### src/rtl/ratio_divider.sv
// Sequential unsigned divider: 32-bit dividend by 8-bit divisor using one restoring
// shift-subtract step per clock, with divide-by-zero detected up front.
module ratio_divider (
  input  logic        clk,
  input  logic        reset,
  input  logic        start,
  input  logic [31:0] dividend,
  input  logic [7:0]  divisor,
  output logic        busy,
  output logic        done,
  output logic [31:0] quotient,
  output logic [7:0]  remainder,
  output logic        div_by_zero
);

  typedef enum logic [1:0] {
    IDLE,
    RUN,
    DONE
  } state_t;

  state_t      state;
  logic [31:0] dvd_q;
  logic [7:0]  dvs_q;
  logic [8:0]  part_rem;
  logic [4:0]  count;

  logic [8:0]  trial;
  logic [8:0]  diff;
  logic        fits;
  logic [8:0]  next_rem;

  // The partial remainder is always below the divisor, so after shifting in the
  // next dividend bit it still fits in 9 bits and the compare cannot overflow.
  always_comb begin
    trial    = (part_rem << 1) | {8'b0, dvd_q[31]};
    fits     = (trial >= {1'b0, dvs_q});
    diff     = trial - {1'b0, dvs_q};
    next_rem = fits ? diff : trial;
  end

  // The dividend register doubles as the quotient shift register: each step
  // shifts out one dividend bit at the top and shifts in one quotient bit.
  always_ff @(posedge clk) begin
    if (reset) begin
      state       <= IDLE;
      busy        <= 1'b0;
      done        <= 1'b0;
      quotient    <= '0;
      remainder   <= '0;
      div_by_zero <= 1'b0;
      dvd_q       <= '0;
      dvs_q       <= '0;
      part_rem    <= '0;
      count       <= '0;
    end else begin
      case (state)
        IDLE: begin
          done <= 1'b0;
          if (start) begin
            dvd_q    <= dividend;
            dvs_q    <= divisor;
            part_rem <= '0;
            if (divisor == 8'd0) begin
              state       <= DONE;
              done        <= 1'b1;
              quotient    <= 32'hFFFF_FFFF;
              remainder   <= dividend[7:0];
              div_by_zero <= 1'b1;
            end else begin
              state <= RUN;
              busy  <= 1'b1;
              count <= 5'd31;
            end
          end
        end
        RUN: begin
          dvd_q    <= {dvd_q[30:0], fits};
          part_rem <= next_rem;
          count    <= count - 5'd1;
          if (count == 5'd0) begin
            state       <= DONE;
            busy        <= 1'b0;
            done        <= 1'b1;
            quotient    <= {dvd_q[30:0], fits};
            remainder   <= next_rem[7:0];
            div_by_zero <= 1'b0;
          end
        end
        DONE: begin
          state <= IDLE;
          done  <= 1'b0;
        end
        default: begin
          state <= IDLE;
          busy  <= 1'b0;
          done  <= 1'b0;
        end
      endcase
    end
  end

endmodule

### config.mk
export PLATFORM = sky130hd
export DESIGN_NAME = ratio_divider
export DESIGN_NICKNAME = d
export VERILOG_FILES = /design/src/rtl/ratio_divider.sv
export SDC_FILE = /design/constraint.sdc
export NUM_CORES = 1
export LEC_CHECK = 0
export CAP_MARGIN = 40
export CORE_MARGIN = 5
export CORE_UTILIZATION = 40
export CTS_BUF_LIST = sky130_fd_sc_hd__clkbuf_4
export DETAILED_ROUTE_END_ITERATION = 8
export PLACE_DENSITY = 0.67
export SYNTH_ARGS = -nofsm -noshare
export SYNTH_HDL_FRONTEND = slang
export SYNTH_SLANG_ARGS = --single-unit
### constraint.sdc
create_clock -name clk -period 2.1 [get_ports clk]
set_clock_uncertainty 0.1 [all_clocks]
set_input_delay 0.315 -clock clk [delete_from_list [all_inputs] [get_ports clk]]
set_output_delay 0.315 -clock clk [all_outputs]
set_load 0.005 [all_outputs]
==> results of run 1 <==
-- kinds of logic (layout without fill, tap and decap cells) --
group                      count (synthesis)  count (layout)  share of synthesized area [%]
and+or+nand+nor                          238             238                          22.56
other                                      0               1                              0
xor gates and xnor gates                   5               5                          1.021
AOI/OAI and AO/OA                        124             124                          22.03
adders and majority gates                 11              11                          3.385
buffers and inverters                     55             172                          5.253
DFF                                       98              98                          45.75
-- power groups by stage --
stage / logic, mW / clock network, mW / registers (mW)
4_1_cts: 1.54 / 0.972 / 2.16
2_1_floorplan: 0.857 / 0 / 2.18
6_report: 1.71 / 0.953 / 2.16
3_5_place_dp: 1.42 / 0 / 2.20
5_1_grt: 1.86 / 1.05 / 2.19
3_3_place_gp: 1.39 / 0 / 2.19
-- state kept, by name, indices dropped and copies added, names as in the netlist, 2 cells and up --
| name | count |
|---|---|
| count | 5 |
| dvd_q | 32 |
| dvs_q | 8 |
| part_rem | 8 |
| quotient | 32 |
| remainder | 8 |
| state | 2 |
-- Yosys cell counts, drive strengths merged (2+ instances only) --
cell / number / area [sq um]
o311ai: 2 / 25.03
a221oi: 2 / 17.52
o31ai: 2 / 15.01
nor2: 95 / 356.6
clkbuf: 24 / 90.09
a211oi: 26 / 195.2
a31oi: 6 / 37.54
a311oi: 35 / 306.5
xnor2: 3 / 26.28
nor3: 17 / 85.08
nor2b: 2 / 12.51
o211a: 2 / 20.02
xor2: 2 / 17.52
inv: 17 / 63.81
nand2b: 2 / 12.51
o21a: 2 / 15.01
a21boi: 2 / 15.01
nand2: 107 / 401.6
and2: 2 / 12.51
nand3: 4 / 20.02
ha: 10 / 125.1
dfxtp: 98 / 1962
nor4: 4 / 25.02
o21ai: 8 / 43.79
a21oi: 27 / 146.4
buf: 14 / 71.32
-- placed cells by master, fill, tap and decap left out, drive strengths merged, types with 3 or more instances in the layout --
| master | n |
|---|---|
| nor4 | 4 |
| clkdlybuf4s50 | 84 |
| a21oi | 27 |
| xnor2 | 3 |
| a31oi | 6 |
| nor3 | 17 |
| a311oi | 35 |
| inv | 20 |
| nor2 | 95 |
| dfxtp | 98 |
| buf | 55 |
| a211oi | 26 |
| nand3 | 4 |
| clkinv | 3 |
| clkbuf | 9 |
| nand2 | 107 |
| o21ai | 8 |
| ha | 10 |
-- path summary, 6_finish.rpt --
path / endpoint / slack (ns) / depth (start not counted)
max: remainder[4] / -0.20 / 9
min: quotient[0] / 0.22 / 2
max reg2reg: remainder[4] / -0.20 / 9
min reg2reg: dvs_q[7] / 0.37 / 2
-- metal layers --
| layer | vias to the layer above | global-route usage [%] |
|---|---|---|
| met4 | 0 | 6.731 |
| met2 | 80 | 28.94 |
| li1 | 2089 | - |
| met5 | - | 0 |
| met3 | 14 | 2.759 |
| met1 | 1898 | 23.58 |
-- what timing repair did --
action,CTS,global route
hold buffers,0,0
resized for setup,19,22
pin swaps,6,15
setup buffers,4,2
endpoints found under the setup margin,16,47
-- stage by stage --
stage	cell area [sq um]	instances	hold WS [ns]	TNS, ns	utilization [%]
finish	6041	785	0.2180	-2.552	58.25
global route	6041	785	0.2144	-4.865	58.25
CTS	5911	782	0.1943	-1.338	57.00
floorplan	4367	531	0.3363	-0.003404	-
global placement	5692	762	0.3452	-10.48	54.89
detailed placement	5692	762	0.3491	-12.02	54.89
-- layout make-up --
type	instances	area (sq um)	share of cell area, %
Antenna cell	1	2.502	0.04143
Clock buffer	9	67.56	1.118
Clock inverter	7	60.06	0.9942
Inverter	17	63.81	1.056
Multi-Input combinational cell	378	2333	38.63
Sequential cell	98	1969	32.60
Tap cell	136	170.2	2.817
Timing Repair Buffer	139	1374	22.74
==> results.json, run 1 <==
{
  "status": "finished with violations",
  "violations": "setup timing",
  "ys_ff_latch": 98,
  "synth_flop_cell": "dfxtp_1",
  "first_iter_violations": 206,
  "avgSynthCellArea_sq_um": 8.075,
  "numPortBuffers": 85,
  "area_growth_pct": 40.88,
  "cts_made_buffers": 9,
  "ant_nets": 0,
  "crit_chain": "inv_2 -> ha_4 -> nor3b_4 -> o311ai_4 -> a2111oi_4 -> buf_6 -> nand3_2 -> o41a_1 -> a311oi_1",
  "grt.total_usage_pct": 17.72,
  "drc": 0,
  "cpPeakStageDelay_ns": 0.51,
  "antenna_found_initial": 1,
  "slew_headroom_pct": 63.87,
  "period_share_pct": 109.7,
  "cts_buffer_depth": 2,
  "die_h_um": 113.5,
  "finalWeightedCongestion": 0.8951,
  "cts_tree": "built",
  "die_w_um": 113.5,
  "p_leak_nw": 2.232,
  "ys_seq_area_share_pct": 45.75,
  "power.total_mw": 4.824,
  "wire_per_inst_um": 14.75,
  "h-tree-depth": 3,
  "end_kind": "register",
  "critPathLaunch": "dvd_q[31]",
  "cp_top_family": "compound AO/OA/AOI/OAI gates",
  "worst_slew_pin_slew_ns": 0.5352,
  "max_freq_mhz": 434.0,
  "p_comb_share_pct": 35.4,
  "drive_above_1_share_pct": 17.90,
  "synthArstFlopShare_pct": 0,
  "power.internal_mw": 3.178,
  "setup_ws_ns": -0.2040,
  "syn_inst": 531,
  "pre_cts_ws_ns": -0.3250,
  "final_hold_viol_count": 0,
  "firstDrtPassIters": 4,
  "yosysWarningCount": 0,
  "min_from": "reset",
  "topRoutingLayerUsed": "met4",
  "peakVddDrop_mv": 0.2957,
  "grt_pass1_wl_mm": 18.97,
  "grt_max_degree": 59,
  "power.share.clock_pct": 19.8,
  "drv_slew": 0,
  "cts.sinks": 98,
  "fin_crit_ns": 2.304,
  "wl_met1_mm": 5.495,
  "wirelength_mm": 11.58,
  "timing_worst_setup_path_type": "register to register",
  "switching_power_mw": 1.646,
  "core-area_sq_mm": 0.01037,
  "rsz0062_at_grt": "yes",
  "wl_met2_mm": 5.484,
  "dr_wl_met3_um": 459,
  "synth_edf_count": 0,
  "clk_latency_ns": 0.45,
  "overflow": 0,
  "grt_pass1_vias": 3963,
  "fill_cells": 950,
  "die_area_sq_mm": 0.01289,
  "crit_required_ns": 2.37,
  "via_per_inst": 5.199,
  "crit_arrival_ns": 2.57,
  "num_io_pins": 86,
  "route.vias.total": 4081,
  "std_cell_rows": 37,
  "path_buf_inv": 2,
  "start_util_pct": 41.35,
  "cp_max_fo": 7,
  "power_switching_share_pct": 34.13,
  "p_seq_share_pct": 44.9,
  "start_kind": "register",
  "post-dp-hpwl_mm": 8.286,
  "nets": 697,
  "root_buffer": "clkbuf_4",
  "drv_cap": 0,
  "synth_area_sq_mm": 0.004288,
  "cpMaxStageDelayCell": "a2111oi_4",
  "setup_viol": 17,
  "synth.distinct_cells": 48,
  "r2r-start": "dvd_q[31]",
  "synth_nets": 585,
  "p_per_area_mw_per_mm2": 798.6,
  "hp-class": "input pin to register",
  "clk_pin_slew_ns": 0.15
}
Power figures use the tool's default switching activity.
==> inputs of run 2 (changes only) <==
--- a/config.mk
+++ b/config.mk
@@ -8,7 +8,7 @@
 export CAP_MARGIN = 40
 export CORE_MARGIN = 5
 export CORE_UTILIZATION = 40
-export CTS_BUF_LIST = sky130_fd_sc_hd__clkbuf_4
+export CTS_BUF_LIST = sky130_fd_sc_hd__clkbuf_4 sky130_fd_sc_hd__clkbuf_8
 export DETAILED_ROUTE_END_ITERATION = 8
 export PLACE_DENSITY = 0.67
 export SYNTH_ARGS = -nofsm -noshare
==> run 2 against run 1 <==
The run still ends with setup timing left. Via count grew 0.83%. Sequential power is essentially flat. Clock power grew 26%. Combinational power shrank 9%. Maximum frequency grew 0.22%. Critical path type unchanged. Critical endpoint unchanged. Largest cell class unchanged. Largest power group unchanged.
==> results.json, run 2 (synthesized netlist as in run 1, its figures left out) <==
{
  "top_regs": "dvd_q (32), quotient (32)",
  "grt_pass1_wl_mm": 18.84,
  "drive_above_1_share_pct": 17.03,
  "timing_worst_setup_path_type": "register to register",
  "fin_util_pct": 57.96,
  "violations": "setup timing",
  "setup_viol": 17,
  "cp_max_fo": 7,
  "crit_required_ns": 2.27,
  "std_cell_rows": 37,
  "fill_cells": 956,
  "clk_latency_ns": 0.36,
  "numPortBuffers": 85,
  "clk_pin_slew_ns": 0.10,
  "finalWeightedCongestion": 0.8951,
  "drv_slew": 0,
  "num_io_pins": 86,
  "drv_cap": 0,
  "cts.sinks": 98,
  "end_kind": "register",
  "mostFrequentLayoutCells": "nand2_1 (104), nor2_1 (94), dfxtp_1 (92), clkdlybuf4s50_1 (84), buf_4 (44)",
  "nets": 695,
  "die_w_um": 113.5,
  "wire_per_inst_um": 14.57,
  "period_share_pct": 109.5,
  "ant_nets": 0,
  "cts_made_buffers": 9,
  "p_per_area_mw_per_mm2": 817.4,
  "die_h_um": 113.5,
  "fin_crit_ns": 2.299,
  "first_iter_violations": 212,
  "p_leak_nw": 2.228,
  "grt_max_degree": 59,
  "worst_slew_pin_slew_ns": 0.5147,
  "crit_arrival_ns": 2.47,
  "status": "finished with violations",
  "rsz0062_at_grt": "yes",
  "root_buffer": "clkbuf_8",
  "placed_cells": 762,
  "h-tree-depth": 3,
  "firstDrtPassIters": 4,
  "multi_input_area_sq_mm": 0.002277,
  "die_area_sq_mm": 0.01289,
  "route.vias.total": 4115,
  "path_buf_inv": 2,
  "seqCellArea_sq_mm": 0.001969,
  "final_hold_viol_count": 0,
  "start_util_pct": 41.35,
  "peakVddDrop_mv": 0.3642,
  "via_per_inst": 5.262,
  "wirelength_mm": 11.40,
  "area_growth_pct": 40.18,
  "drc": 0,
  "cts_tree": "built",
  "setup_ws_ns": -0.1989,
  "layoutNonFillerInstCount": 782,
  "cts_buffer_depth": 2,
  "slew_headroom_pct": 65.69,
  "antenna_cells": 0,
  "overflow": 0,
  "cp_top_family": "compound AO/OA/AOI/OAI gates",
  "antenna_found_initial": 0,
  "max_freq_mhz": 435.0,
  "core-area_sq_mm": 0.01037,
  "grt.total_usage_pct": 17.61,
  "cpPeakStageDelay_ns": 0.47,
  "cpMaxStageDelayCell": "a2111oi_4",
  "start_kind": "register",
  "grt_pass1_vias": 3931,
  "final_common_cell": "nand2_1",
  "post-dp-hpwl_mm": 8.286,
  "hp-class": "input pin to register",
  "crit_chain": "inv_2 -> ha_4 -> nor3b_4 -> o311ai_4 -> a2111oi_4 -> buf_4 -> nand3_1 -> o41a_1 -> a311oi_1"
}
-- run 2: through the flow --
step	setup TNS, ns	power (mW)	setup slack, ns	hold WS, ns	instance area (sq um)
6_report	-2.380	4.913	-0.1989	0.3136	6011
3_3_place_gp	-10.48	3.589	-0.2550	0.3452	5692
3_5_place_dp	-12.02	3.615	-0.3250	0.3491	5692
4_1_cts	-1.871	4.900	-0.1791	0.3016	5953
2_1_floorplan	-0.003404	3.038	-0.002145	0.3363	4367
5_1_grt	-4.500	5.193	-0.3205	0.3233	6011
-- run 2: worst paths after layout --
check	start	endpoint	slack, ns	cells past startpoint
min	reset	quotient[0]	0.31	2
max reg2reg	dvd_q[31]	remainder[4]	-0.20	9
min reg2reg	dvs_q[7]	dvs_q[7]	0.36	2
max	dvd_q[31]	remainder[4]	-0.20	9
-- run 2: repair_timing --
| action | CTS | global route |
|---|---|---|
| gates cloned | 0 | 0 |
| pin swaps | 9 | 10 |
| hold buffers | 0 | 0 |
| buffers inserted | 3 | 1 |
| setup endpoints to repair | 16 | 48 |
| gates resized for setup | 16 | 11 |
-- run 2: worst register-to-register path, stage by stage (launching register included) --
cell	delay [ns]
dfxtp_2	0.35
inv_2	0.05
ha_4	0.25
nor3b_4	0.22
o311ai_4	0.12
a2111oi_4	0.47
buf_4	0.23
nand3_1	0.08
o41a_1	0.14
a311oi_1	0.20
-- run 2: cell type report --
class                           count  share of cell area, %
Tap cell                          136                  2.831
Timing Repair Buffer              137                  22.23
Inverter                           17                  1.062
Clock buffer                       10                  2.290
Sequential cell                    98                  32.76
Multi-Input combinational cell    378                  37.89
Clock inverter                      6                 0.9367
-- run 2: power breakdown --
part           switching (mW)  internal [mW]
Sequential              0.118           2.04
Combinational           0.770          0.786
Clock                   0.707          0.489
-- run 2: routing by layer --
metal,routed length (um),vias to the layer above,part of all wire [%],track usage [%]
li1,-,2084,-,-
met1,5406,1929,47,23.58
met2,5359,86,47,29.09
met3,444,16,3.9,2.706
met4,185,0,1.6,5.689
met5,0,-,0,0
